<file path="src/rtl/seq_divider8_pkg.sv">
// Shared types for the sequential divider: FSM states and
// active-low 7-seg patterns (gfedcba) with a hex decoder.
package seq_divider8_pkg;

  typedef enum logic [1:0] {
    IDLE = 2'd0,
    CALC = 2'd1,
    DONE = 2'd2
  } state_t;

  localparam logic [6:0] SEG [16] = '{
    7'b1000000, 7'b1111001, 7'b0100100, 7'b0110000,
    7'b0011001, 7'b0010010, 7'b0000010, 7'b1111000,
    7'b0000000, 7'b0010000, 7'b0001000, 7'b0000011,
    7'b1000110, 7'b0100001, 7'b0000110, 7'b0001110
  };

  function automatic logic [6:0] hex7seg(input logic [3:0] nib);
    return SEG[nib];
  endfunction

endpackage

</file>
<file path="src/rtl/seq_divider8_div_step.sv">
// One restoring-division step: shift the next dividend bit
// into R, subtract D when it fits, and emit the quotient bit.
module seq_divider8_div_step #(
  parameter int WIDTH = 8
) (
  input  logic [WIDTH-1:0] r,
  input  logic             bit_in,
  input  logic [WIDTH-1:0] d,
  output logic [WIDTH-1:0] r_next,
  output logic             q_bit
);

  logic [WIDTH:0]   r_sh;
  logic [WIDTH-1:0] diff;

  assign r_sh = {r, bit_in};
  // Compare is one bit wider than the operands so a shifted-out
  // MSB still counts. When it fits, the true difference is below
  // D, so the low WIDTH bits of the modular subtract are exact.
  assign q_bit  = (r_sh >= {1'b0, d});
  assign diff   = r_sh[WIDTH-1:0] - d;
  assign r_next = q_bit ? diff : r_sh[WIDTH-1:0];

endmodule

</file>
<file path="src/rtl/seq_divider8.sv">
// Multi-cycle restoring divider, one quotient bit per clock,
// with 7-seg result displays. Define DIV_SIGNED_EN for signed.
module seq_divider8
  import seq_divider8_pkg::*;
#(
  parameter int WIDTH = 8
) (
  input  logic             clock,
  input  logic             reset,
  input  logic             start,
  input  logic [WIDTH-1:0] dividend,
  input  logic [WIDTH-1:0] divisor,
  output logic             busy,
  output logic             done,
  output logic [WIDTH-1:0] quotient,
  output logic [WIDTH-1:0] remainder,
  output logic             div_by_zero,
  output logic             overflow,
  output logic [6:0]       qH,
  output logic [6:0]       qL,
  output logic [6:0]       rH,
  output logic [6:0]       rL
);

  localparam int CW = $clog2(WIDTH + 1);
  localparam logic [CW-1:0] LAST = CW'(WIDTH - 1);

  state_t state, next_state;

  logic [WIDTH-1:0] r_q, q_q, d_q;
  logic [CW-1:0]    count;
  logic             neg_q, neg_r, ovf_q, dbz_q;
  logic [WIDTH-1:0] a_mag, b_mag;
  logic             sgn_q_in, sgn_r_in, ovf_in;
  logic [WIDTH-1:0] step_r;
  logic             step_bit;
  logic [WIDTH-1:0] q_fix, r_fix;
  logic             zero_div;

`ifdef DIV_SIGNED_EN
  localparam logic [WIDTH-1:0] MIN_NEG = {1'b1, {(WIDTH-1){1'b0}}};

  assign a_mag    = dividend[WIDTH-1] ? -dividend : dividend;
  assign b_mag    = divisor[WIDTH-1] ? -divisor : divisor;
  assign sgn_q_in = dividend[WIDTH-1] ^ divisor[WIDTH-1];
  assign sgn_r_in = dividend[WIDTH-1];
  assign ovf_in   = (dividend == MIN_NEG) && (&divisor);
`else
  assign a_mag    = dividend;
  assign b_mag    = divisor;
  assign sgn_q_in = 1'b0;
  assign sgn_r_in = 1'b0;
  assign ovf_in   = 1'b0;
`endif

  assign zero_div = (divisor == '0);
  assign busy     = (state != IDLE);
  assign q_fix    = neg_q ? -q_q : q_q;
  assign r_fix    = neg_r ? -r_q : r_q;

  seq_divider8_div_step #(.WIDTH(WIDTH)) u_step (
    .r      (r_q),
    .bit_in (q_q[WIDTH-1]),
    .d      (d_q),
    .r_next (step_r),
    .q_bit  (step_bit)
  );

  // FSM state register
  always_ff @(posedge clock or negedge reset) begin
    if (!reset) state <= IDLE;
    else        state <= next_state;
  end

  // Next-state: zero divisor skips the iteration entirely
  always_comb begin
    next_state = state;
    unique case (state)
      IDLE: if (start) next_state = zero_div ? DONE : CALC;
      CALC: if (count == LAST) next_state = DONE;
      DONE: next_state = IDLE;
      default: next_state = IDLE;
    endcase
  end

  // Operand capture, iteration and result write-back
  always_ff @(posedge clock or negedge reset) begin
    if (!reset) begin
      r_q         <= '0;
      q_q         <= '0;
      d_q         <= '0;
      count       <= '0;
      neg_q       <= 1'b0;
      neg_r       <= 1'b0;
      ovf_q       <= 1'b0;
      dbz_q       <= 1'b0;
      done        <= 1'b0;
      quotient    <= '0;
      remainder   <= '0;
      div_by_zero <= 1'b0;
      overflow    <= 1'b0;
    end else begin
      done <= 1'b0;
      case (state)
        IDLE: begin
          if (start) begin
            r_q   <= '0;
            q_q   <= zero_div ? dividend : a_mag;
            d_q   <= b_mag;
            count <= '0;
            neg_q <= sgn_q_in;
            neg_r <= sgn_r_in;
            ovf_q <= ovf_in;
            dbz_q <= zero_div;
          end
        end
        CALC: begin
          r_q   <= step_r;
          q_q   <= {q_q[WIDTH-2:0], step_bit};
          count <= count + 1'b1;
        end
        DONE: begin
          done <= 1'b1;
          if (dbz_q) begin
            quotient    <= '1;
            remainder   <= q_q;
            div_by_zero <= 1'b1;
            overflow    <= 1'b0;
          end else begin
            quotient    <= q_fix;
            remainder   <= r_fix;
            div_by_zero <= 1'b0;
            overflow    <= ovf_q;
          end
        end
        default: ;
      endcase
    end
  end

  assign qH = hex7seg(quotient[7:4]);
  assign qL = hex7seg(quotient[3:0]);
  assign rH = hex7seg(remainder[7:4]);
  assign rL = hex7seg(remainder[3:0]);

endmodule

</file>
<file path="config.mk">
export PLATFORM = sky130hd
export DESIGN_NAME = seq_divider8
export DESIGN_NICKNAME = d
export VERILOG_FILES = /design/src/rtl/seq_divider8_pkg.sv /design/src/rtl/seq_divider8_div_step.sv /design/src/rtl/seq_divider8.sv
export SDC_FILE = /design/constraint.sdc
export NUM_CORES = 1
export LEC_CHECK = 0
export CELL_PAD_IN_SITES_DETAIL_PLACEMENT = 1
export CELL_PAD_IN_SITES_GLOBAL_PLACEMENT = 1
export CORE_ASPECT_RATIO = 1.1
export CORE_MARGIN = 1
export CORE_UTILIZATION = 39
export CTS_CLUSTER_SIZE = 30
export DETAILED_ROUTE_END_ITERATION = 7
export HOLD_SLACK_MARGIN = 0.12
export PLACE_DENSITY_LB_ADDON = 0.08
export SLEW_MARGIN = 20
export SYNTH_ARGS = -nofsm -noshare
export SYNTH_HDL_FRONTEND = slang
export SYNTH_SLANG_ARGS = --single-unit
</file>
<file path="constraint.sdc">
create_clock -name clock -period 2.4 [get_ports clock]
set_input_delay 0.48 -clock clock [delete_from_list [all_inputs] [get_ports clock]]
set_output_delay 0.48 -clock clock [all_outputs]
set_load 0.02 [all_outputs]
</file>
# Word level (Yosys, flattened, before mapping)
# Memory sizes are Yosys's and may differ from the RTL's.
# Cells that the tools add are included.
# W data, S select, Z words.
# word_totals
ff_bits	49
rom_bits	448
in_bits	19
wordCells	60
n_memories	4
# classes
n_addsub	2
order_cmp	5
eq_ne	5
n_mux	23
n_bitwise	4
n_reduce_logical	7
# memory_table
name	depth	width	read_ports	rd_ports_with_merged_regs	wr	line	text
(name not given)	16	7	1	0	0	seq_divider8_pkg.sv:19	return SEG[nib];
(name not given)	16	7	1	0	0	seq_divider8_pkg.sv:19	
(name not given)	16	7	1	0	0	seq_divider8_pkg.sv:19	
(name not given)	16	7	1	0	0	seq_divider8_pkg.sv:19	
# ops
operator	n
$mux W7	8
$mux W8	5
$pmux W8 S2	2
$ge A5 B5 Y1 const B	4
$not A4 Y5	4
$ge A9 B8 Y1	1
$logic_not A8 Y1	1
$pmux W4 S2	1
$sub A8 B8 Y8	1
$mux W2	3
$reduce_and A2 Y1	3
$add A4 B1 Y4 const B	1
$eq A4 B3 Y1 const B	1
$mux W4	1
$ne A2 B2 Y1 const B	2
$pmux W2 S2	1
$reduce_bool A2 Y1	2
$eq A2 B1 Y1 const B	1
$eq A2 B2 Y1 const B	1
$logic_not A2 Y1	1
$mux W1	2

# Depth between registers and ports, before layout
# logic_depth
ltp_word	4
depth_mapped	9
mapped_depth_nobuf	9

# Hierarchy
# Synthesis repeated with hierarchy kept, for this count alone.
# unflattened
cells_unflattened	379
area_unflattened_um2	3627.2
# modules_own_cells
mod	instances	cells_per_inst	area_each_um2	seq_area_each_um2
seq_divider8	1	310	3106.7	1226.2
seq_divider8_div_step	1	69	520.5	0.0

# Worst setup path after synthesis
# OpenSTA, ideal clock, no wires.
# synth_path
path_kind	flip-flop to output port
startpoint	register remainder[1]
endpoint	output rL[0]
arrival_time_ps	1600
required_ps	1920
setup_slack_ps	320
path_stages_with_launch	6
n_path_buf	0
path_cell_list	dfrtp_1 -> inv_1 -> ha_1 -> nor2b_1 -> or3b_2 -> o21ai_0
# synth_via
elab_chain_len	4
# synth_rtl
element	line	text
start, declared	seq_divider8.sv:16	output logic [WIDTH-1:0] remainder,
start signal, assigned	seq_divider8.sv:126	remainder <= q_q;
start signal, assigned	seq_divider8.sv:131	remainder <= r_fix;
$not A4 Y5 (not written as such)	seq_divider8_pkg.sv:19	
$mem_v2 Z16 W7	-	
$mux W7 (not written as such) (2 in a row)	seq_divider8_pkg.sv:19	
end, declared	seq_divider8.sv:22	output logic [6:0] rL
# Every way passes these cells. The select of a mux whose other input is x is not followed.

# Worst setup path in the final report
# layout_path
startpoint	register remainder[0]
endpoint	output rL[6]
# Same word-level chain as after synthesis.

==> reports/metrics.yaml <==
path_cells: "buf_4 > ha_1 > mux2_2 > a22o_1 > clkdlybuf4s15_1"
layout_commonest_cell: "dfrtp_1"
htree_levels: 2
worstMarginPinSlew_ps: 770
ys_seq_area_share_pct: 35.6
syn_area_mm2: 0.00344
synth_flop_cell: "dfrtp_1"
arrival_ps: 1840
clk_path_buf_depth: 2
comb_power_share_pct: 68.5
p_total_mw: 6.94
synthesis.nets: 441
post_synth_mux_area_share_pct: 9.95
crit_start_category: "flip-flop"
core.rowCount: 35
postSynthCellCount: 388
grt_util_all_layers_pct: 20.9
grt_overflow_total: 0
ctsRootBufferMaster: "clkbuf_8"
ys_ff_latch: 49
fp.dieArea_mm2: 0.00921
synth_xor_xnor_area_share_pct: 0.509
drt-initial-drc-count: 90
die_w_um: 91.6
power.internal_mw: 3.59
grt_pass1_vias: 3184
rsz0062_at_grt: "false"
fill_cells: 999
slew-limit-headroom_pct: 48.7
final_period_minus_worst_setup_slack_ps: 2320
nets_final: 518
leading_cell_types_in_the_layout_fill_and_taps_excluded: "49 x dfrtp_1, 47 x nand2_1, 36 x clkdlybuf4s50_1"
dp_worst_setup_slack_ps: 11.3
synth_area_leader_cell: "dfrtp_1"
synth_top_family_by_area: "compound AO/OA/AOI/OAI gates"
drt_pre_antenna_iters: 4
hold_viol: 0
route.vias.total: 3032
final_max_slew_viol_count: 0
grt_first_pass_wirelength_mm: 15.4
async_reset_ff_share_pct: 100
place.port_buffers: 65
powerDensity_mw_per_mm2: 1580
floorplan.io_pins: 67
instances_no_fill: 577
hpwl_mm: 6.86
initial_antenna_violation_count: 0
max_ir_drop_vdd_uv: 895
hold_buffers: 0
wl_mm: 8.88
synth_cell_type_count: 51
synth_warnings: 0
synth-adder-area-share_pct: 12.6
post_drt_wl_per_cell_um: 15.4
die_height_um: 101
post_synth_and_or_nand_nor_area_fraction_pct: 16.7
synth_largest_type_area_fraction_pct: 35.6
floorplan.core_area_mm2: 0.00845
clock_power_share_pct: 9.0
switching_share_pct: 48.3
min_path_type: "input pin to asynchronous set/reset pin"
grt_start_max_net_pins: 50
placedCellCount: 566
drc: 0
drt-vias-per-instance: 5.25
synth-compound-area-share_pct: 18.6
timing.critical_path.required_ps: 1920
critPathBufInv: 2
initial_utilization_pct: 40.8
crit_family: "buffers and inverters"
slowest_cell_on_the_critical_path: "dfrtp_1"
clk_latency_ps: 310
synth_edf_count: 0
worst_path_largest_cell_delay_ps: 410
syn_area_per_cell_um2: 8.88
layout-drive-gt1-share_pct: 13.3
setup_viol_count_final: 0
switchingPower_mw: 3.35
clock-sinks: 49
yosys-top-cells-area: "dfrtp_1 36%, ha_1 12%, mux2i_1 6.7%"
upper_clock_frequency_limit_mhz: 431
path_clk_slew_ps: 90
static-leakage-power_nw: 2.04
worst_slack_ps: 81.0
tns_ps: 0
num_antenna_cells: 0
gp_congestion: 0.819
detail-route-antenna-nets: 0
drv_cap: 0
cts_tree: "yes"
worstSetupPathType: "flip-flop to output port"
seq_power_share_pct: 22.5
run_status: "finished clean"
setup.worst_path.end_class: "output port"
fin_crit_sh_pct: 96.6
cts_made_buffers: 5
worstPathMaxFanout: 6
layout-area-overhead-vs-synth_pct: 27.6
skew_ps: 16.6
## layer usage
layer	vias up	share of wire, %	global-route usage, %
met3	6	2.3	2.34
met5	-	0	0
met2	43	53	40.8
met1	1482	43	24.8
met4	0	0.90	3.79
li1	1501	-	-
## cell families (layout without fill, tap and decap cells)
logic type,count (synthesis),after routing
other,1,1
XOR/XNOR,2,2
AO/OA/AOI/OAI,102,102
multiplexers,29,29
flip-flops,49,49
AND/OR/NAND/NOR,123,123
buffers and inverters,48,126
adder cells (fa/ha/maj),34,34
## flip-flops by register name, indices dropped and copies added, names as in the netlist
register     cells
q_q              8
d_q              8
count            4
state            2
dbz_q            1
div_by_zero      1
quotient         8
remainder        8
done             1
r_q              8
## layout make-up
type	count	area (um2)	area share, %
multi-input combinational	291	2020	45.8
tap	111	139	3.16
clock inverter	2	37.5	0.854
sequential	49	1230	27.9
inverter	26	97.6	2.22
clock buffer	6	82.6	1.88
timing repair buffer	92	798	18.2
## Yosys cell counts (all sizes together) (5+ instances only)
cell	count
dfrtp	49
nand2	47
o21ai	42
ha	33
nor2	29
inv	24
mux2i	23
a21oi	22
buf	12
nor2b	12
nand3	11
nor3	11
clkbuf	10
a22oi	7
a22o	6
o22ai	5
## path summary, 6_finish.rpt
check                             start      endpoint  depth (start not counted)  slack, ps
min in group clock               d_q[0]        d_q[0]                          2        500
min                               reset   quotient[2]                          2        270
max                        remainder[0]         rL[6]                          5         80
max reg2reg                      q_q[7]        r_q[6]                          9        230
max in group asynchronous         reset  remainder[7]                          2       1680
min reg2reg                      d_q[0]        d_q[0]                          2        500
## per-stage QoR
stage               hold WS, ps  instance area, um2  utilization, %
floorplan                   184                3440               -
global placement            472                4300            50.9
detailed placement          474                4300            50.9
CTS                         296                4420            52.3
global route                330                4400            52.0
finish                      273                4400            52.0
## power groups by stage
stage	clock, mW	sequential [mW]	combinational, mW
3_3_place_gp	0	1.56	4.85
6_report	0.624	1.56	4.75
2_1_floorplan	0	1.65	3.12
3_5_place_dp	0	1.58	5.02
4_1_cts	0.635	1.57	4.85
5_1_grt	0.669	1.63	5.31
## repair_timing
action | 4_1_cts | 5_1_grt
gates resized for setup | 32 | 16
buffers inserted | 3 | 0
setup endpoints to repair | 26 | 12
Note: power is estimated with default switching activity, not from simulation.
